--- src/rtl/thread_sched_pkg.sv ---
// Shared types and sizes for the thread scheduler: thread state codes,
// FSM states, grant payload and index wrap helpers.
package thread_sched_pkg;

    localparam int unsigned N_THREADS   = 16;
    localparam int unsigned N_CORES     = 4;
    localparam int unsigned THREAD_W    = $clog2(N_THREADS);
    localparam int unsigned CORE_W      = $clog2(N_CORES);
    localparam int unsigned TS_W        = 2;
    localparam int unsigned WDOG_W      = 16;
    localparam int unsigned TIMEOUT_DEF = 4096;

    typedef enum logic [TS_W-1:0] {
        TS_NONE   = 2'd0,
        TS_WR_RDY = 2'd1,
        TS_BUSY   = 2'd2,
        TS_RD_RDY = 2'd3
    } thread_state_t;

    typedef enum logic [1:0] {
        ST_SCAN      = 2'd0,
        ST_GRANT     = 2'd1,
        ST_WAIT_DONE = 2'd2
    } sched_state_t;

    typedef struct packed {
        logic [THREAD_W-1:0] thread_num;
        logic [CORE_W-1:0]   core_num;
    } grant_t;

    // Thread index + 1 with wrap at N_THREADS-1.
    function automatic logic [THREAD_W-1:0] next_thread(input logic [THREAD_W-1:0] t);
        return (32'(t) == N_THREADS - 1) ? '0 : THREAD_W'(32'(t) + 32'd1);
    endfunction

    // Core index + 1 with wrap at N_CORES-1.
    function automatic logic [CORE_W-1:0] next_core(input logic [CORE_W-1:0] c);
        return (32'(c) == N_CORES - 1) ? '0 : CORE_W'(32'(c) + 32'd1);
    endfunction

endpackage

--- src/rtl/thread_sched_rr_core_pick.sv ---
// Round-robin core selector: first ready core at or after cprio, wrapping.
module rr_core_pick
    import thread_sched_pkg::*;
(
    input  logic [N_CORES-1:0] core_ready,
    input  logic [CORE_W-1:0]  cprio,
    output logic [CORE_W-1:0]  core_num,
    output logic               any_ready
);

    logic        found;
    logic [31:0] idx;

    // Walk cores starting from cprio and keep the first ready one.
    always_comb begin
        core_num  = cprio;
        any_ready = |core_ready;
        found     = 1'b0;
        idx       = '0;
        for (int i = 0; i < N_CORES; i++) begin
            idx = (32'(cprio) + 32'(i)) % 32'(N_CORES);
            if (!found && core_ready[CORE_W'(idx)]) begin
                core_num = CORE_W'(idx);
                found    = 1'b1;
            end
        end
    end

endmodule

--- config.mk ---
export PLATFORM = sky130hd
export DESIGN_NAME = rr_core_pick
export DESIGN_NICKNAME = d
export VERILOG_FILES = /design/src/rtl/thread_sched_pkg.sv /design/src/rtl/thread_sched_rr_core_pick.sv
export SDC_FILE = /design/constraint.sdc
export NUM_CORES = 1
export LEC_CHECK = 0
export CORE_AREA = 2 2 39 41
export DETAILED_ROUTE_END_ITERATION = 7
export DIE_AREA = 0 0 41 43
export PLACE_DENSITY = 0.39
export SYNTH_ARGS = -nofsm -noshare
export SYNTH_HDL_FRONTEND = slang
export SYNTH_SLANG_ARGS = --single-unit
--- constraint.sdc ---
create_clock -name vclk -period 1
set_input_delay 0.15 -clock vclk [all_inputs]
set_output_delay 0.15 -clock vclk [all_outputs]
set_load 0.01 [all_outputs]
==> results.cfg <==
[floorplanning]
dieArea_sq_mm = 0.00176
rows = 14
start_util_pct = 6.96
core-area_sq_mm = 0.00138
die_h_microns = 43
io_pins = 9
fp.dieW_microns = 41

[timing]
slew_viol_final = 0
setup-violations-final = 2
post-route-period-util_pct = 104
tightest_slew_ns = 0.169
fmax_mhz = 965
hold_viol = 0
fin_crit_ns = 1.04
setup_slack_ns = -0.0365
rsz0062_at_grt = yes
slew_headroom_pct = 88.7
whs_ns = 0.631

[pwr]
fin_total_pwr_mw = 0.0883
powerDensity_mw_per_mm2 = 394
ir_worst_vdd_uv = 33.5
p_leak_nw = 0.103

[synth]
ys_top_cells_by_area = a221oi_2, nand2b_1, nand2_1, nand4b_1, a21o_1
synth_compound_area_share_pct = 33.8
yosysTopAreaCell = a221oi_2
synthesis.yosys.warnings = 0
synth_xor_area_share_pct = 0
yosys.cell_count.top_type = nand2_1
yosys-top-cells-count = nand2_1, nand2b_1, nor2_1
synth_area_sq_um = 96.3
ys_types = 12
synth_top_family_by_area = simple AND/OR/NAND/NOR gates
synthSimpleGateAreaFrac_pct = 62.3
synth_nets = 22
synthMuxAreaShare_pct = 0
synthAdderAreaFrac_pct = 0
synth.top_cell.area_share_pct = 15.6
synth-seq-area-share_pct = 0
syn_area_per_cell_sq_um = 6.02
postSynthCellCount = 16

[placed_design]
placed_cell_area_sq_um = 221
io_buffers = 9
placed_cells = 43
gp_congestion = 0.519

[worst_setup_path]
critical_path_required_ns = 0.85
end_kind = primary output
cpPeakStageDelay_ns = 0.19
slowest_stage = a221oi_2
cp_max_fo = 4
crit_start = core_ready[2]
crit_type = in2out
critPathLaunchType = primary input
cp_top_family = compound AO/OA/AOI/OAI gates
critPathArrivalTime_ns = 0.89
crit_chain = buf_8 > nor2b_4 > a21o_1 > a221oi_2 > buf_2
path_buf_inv = 2

[final_layout]
final_common_cell = buf_2
fin_cells = 43
fin_area_sq_um = 224
area_growth_pct = 132
seq_cells = 0
layout.nets = 35
antennaDiodeCount = 0
drive_gt1_share_pct = 55.6
fill_cells = 164
nClkBuffers = 0
register_area_sq_um = 0
fin_util_pct = 16.2
most-common-layout-cells = buf_2, nand2_1, buf_4

[min_path]
hold_depth = 4
hold_end = core_num[1]
min-delay-start = cprio[1]
hold_path_class = in2out

[global_route]
grt_pass1_wl_microns = 552
grt_pass1_vias = 128
antenna_found_initial = 0
grt_usage_pct = 4.20
overflow = 0
grt_start_max_net_pins = 6

[route]
wire_per_inst_microns = 8.58
via_per_inst = 3.53
ant_nets = 0
firstDrtPassIters = 1
wl_microns = 369
drt_iter0_markers = 0
drc = 0
vias = 152

[status]
violations = negative setup slack
status = complete, but fails checks

[flow_run]
cap_violations = 0

[cts]
hold_buffers = 0
routing by layer:
layer	track usage (%)	vias up	wire length [microns]
met4	0	0	0
met5	0	-	0
met2	7.81	7	201
li1	-	80	-
met3	0	0	47
met1	5.38	65	120
what timing repair did:
| item | 4_1_cts | 5_1_grt |
|---|---|---|
| resized for setup | 37 | 6 |
| pin swaps | 4 | 2 |
| setup endpoints to repair | 3 | 3 |
| buffers inserted | 0 | 0 |
worst min-delay path: stages:
cell and delay (ns):
buf_6 0.08, o21ai_0 0.07, nand2_1 0.07, buf_2 0.12
area by class of cell:
cell class                 instances  area [sq um]  share of cell area (%)
timing repair buffer              11          81.3                    36.3
multi-input combinational         15           119                    53.1
inverter                           1          3.75                    1.68
tap                               16          20.0                    8.94
cell families (layout without fill, tap and decap cells):
logic type / Yosys count / in the layout
buffers and inverters: 1 / 12
AOI/OAI and AO/OA: 4 / 4
and+or+nand+nor: 11 / 11
metrics by stage:
stage / setup slack [ns] / setup TNS, ns
2_1_floorplan: 0.146 / 0
3_3_place_gp: -0.856 / -2.24
3_5_place_dp: -0.864 / -2.24
4_1_cts: -0.0660 / -0.175
5_1_grt: -0.0921 / -0.174
6_report: -0.0365 / -0.0630
worst max path at each step:
stage,end,slack [ns],cells past startpoint
after detailed placement,core_num[0],-0.86,5
after CTS,core_num[0],-0.07,5
final,core_num[0],-0.04,5
after global routing,core_num[0],-0.09,5
after floorplan,core_num[0],0.15,3
after global placement,core_num[0],-0.86,5
where the power goes:
group	internal, mW	leakage, nW	switching [mW]
Sequential	0	0	0
Clock	0	0	0
Combinational	0.0487	0.103	0.0396
Power figures use the tool's default switching activity.
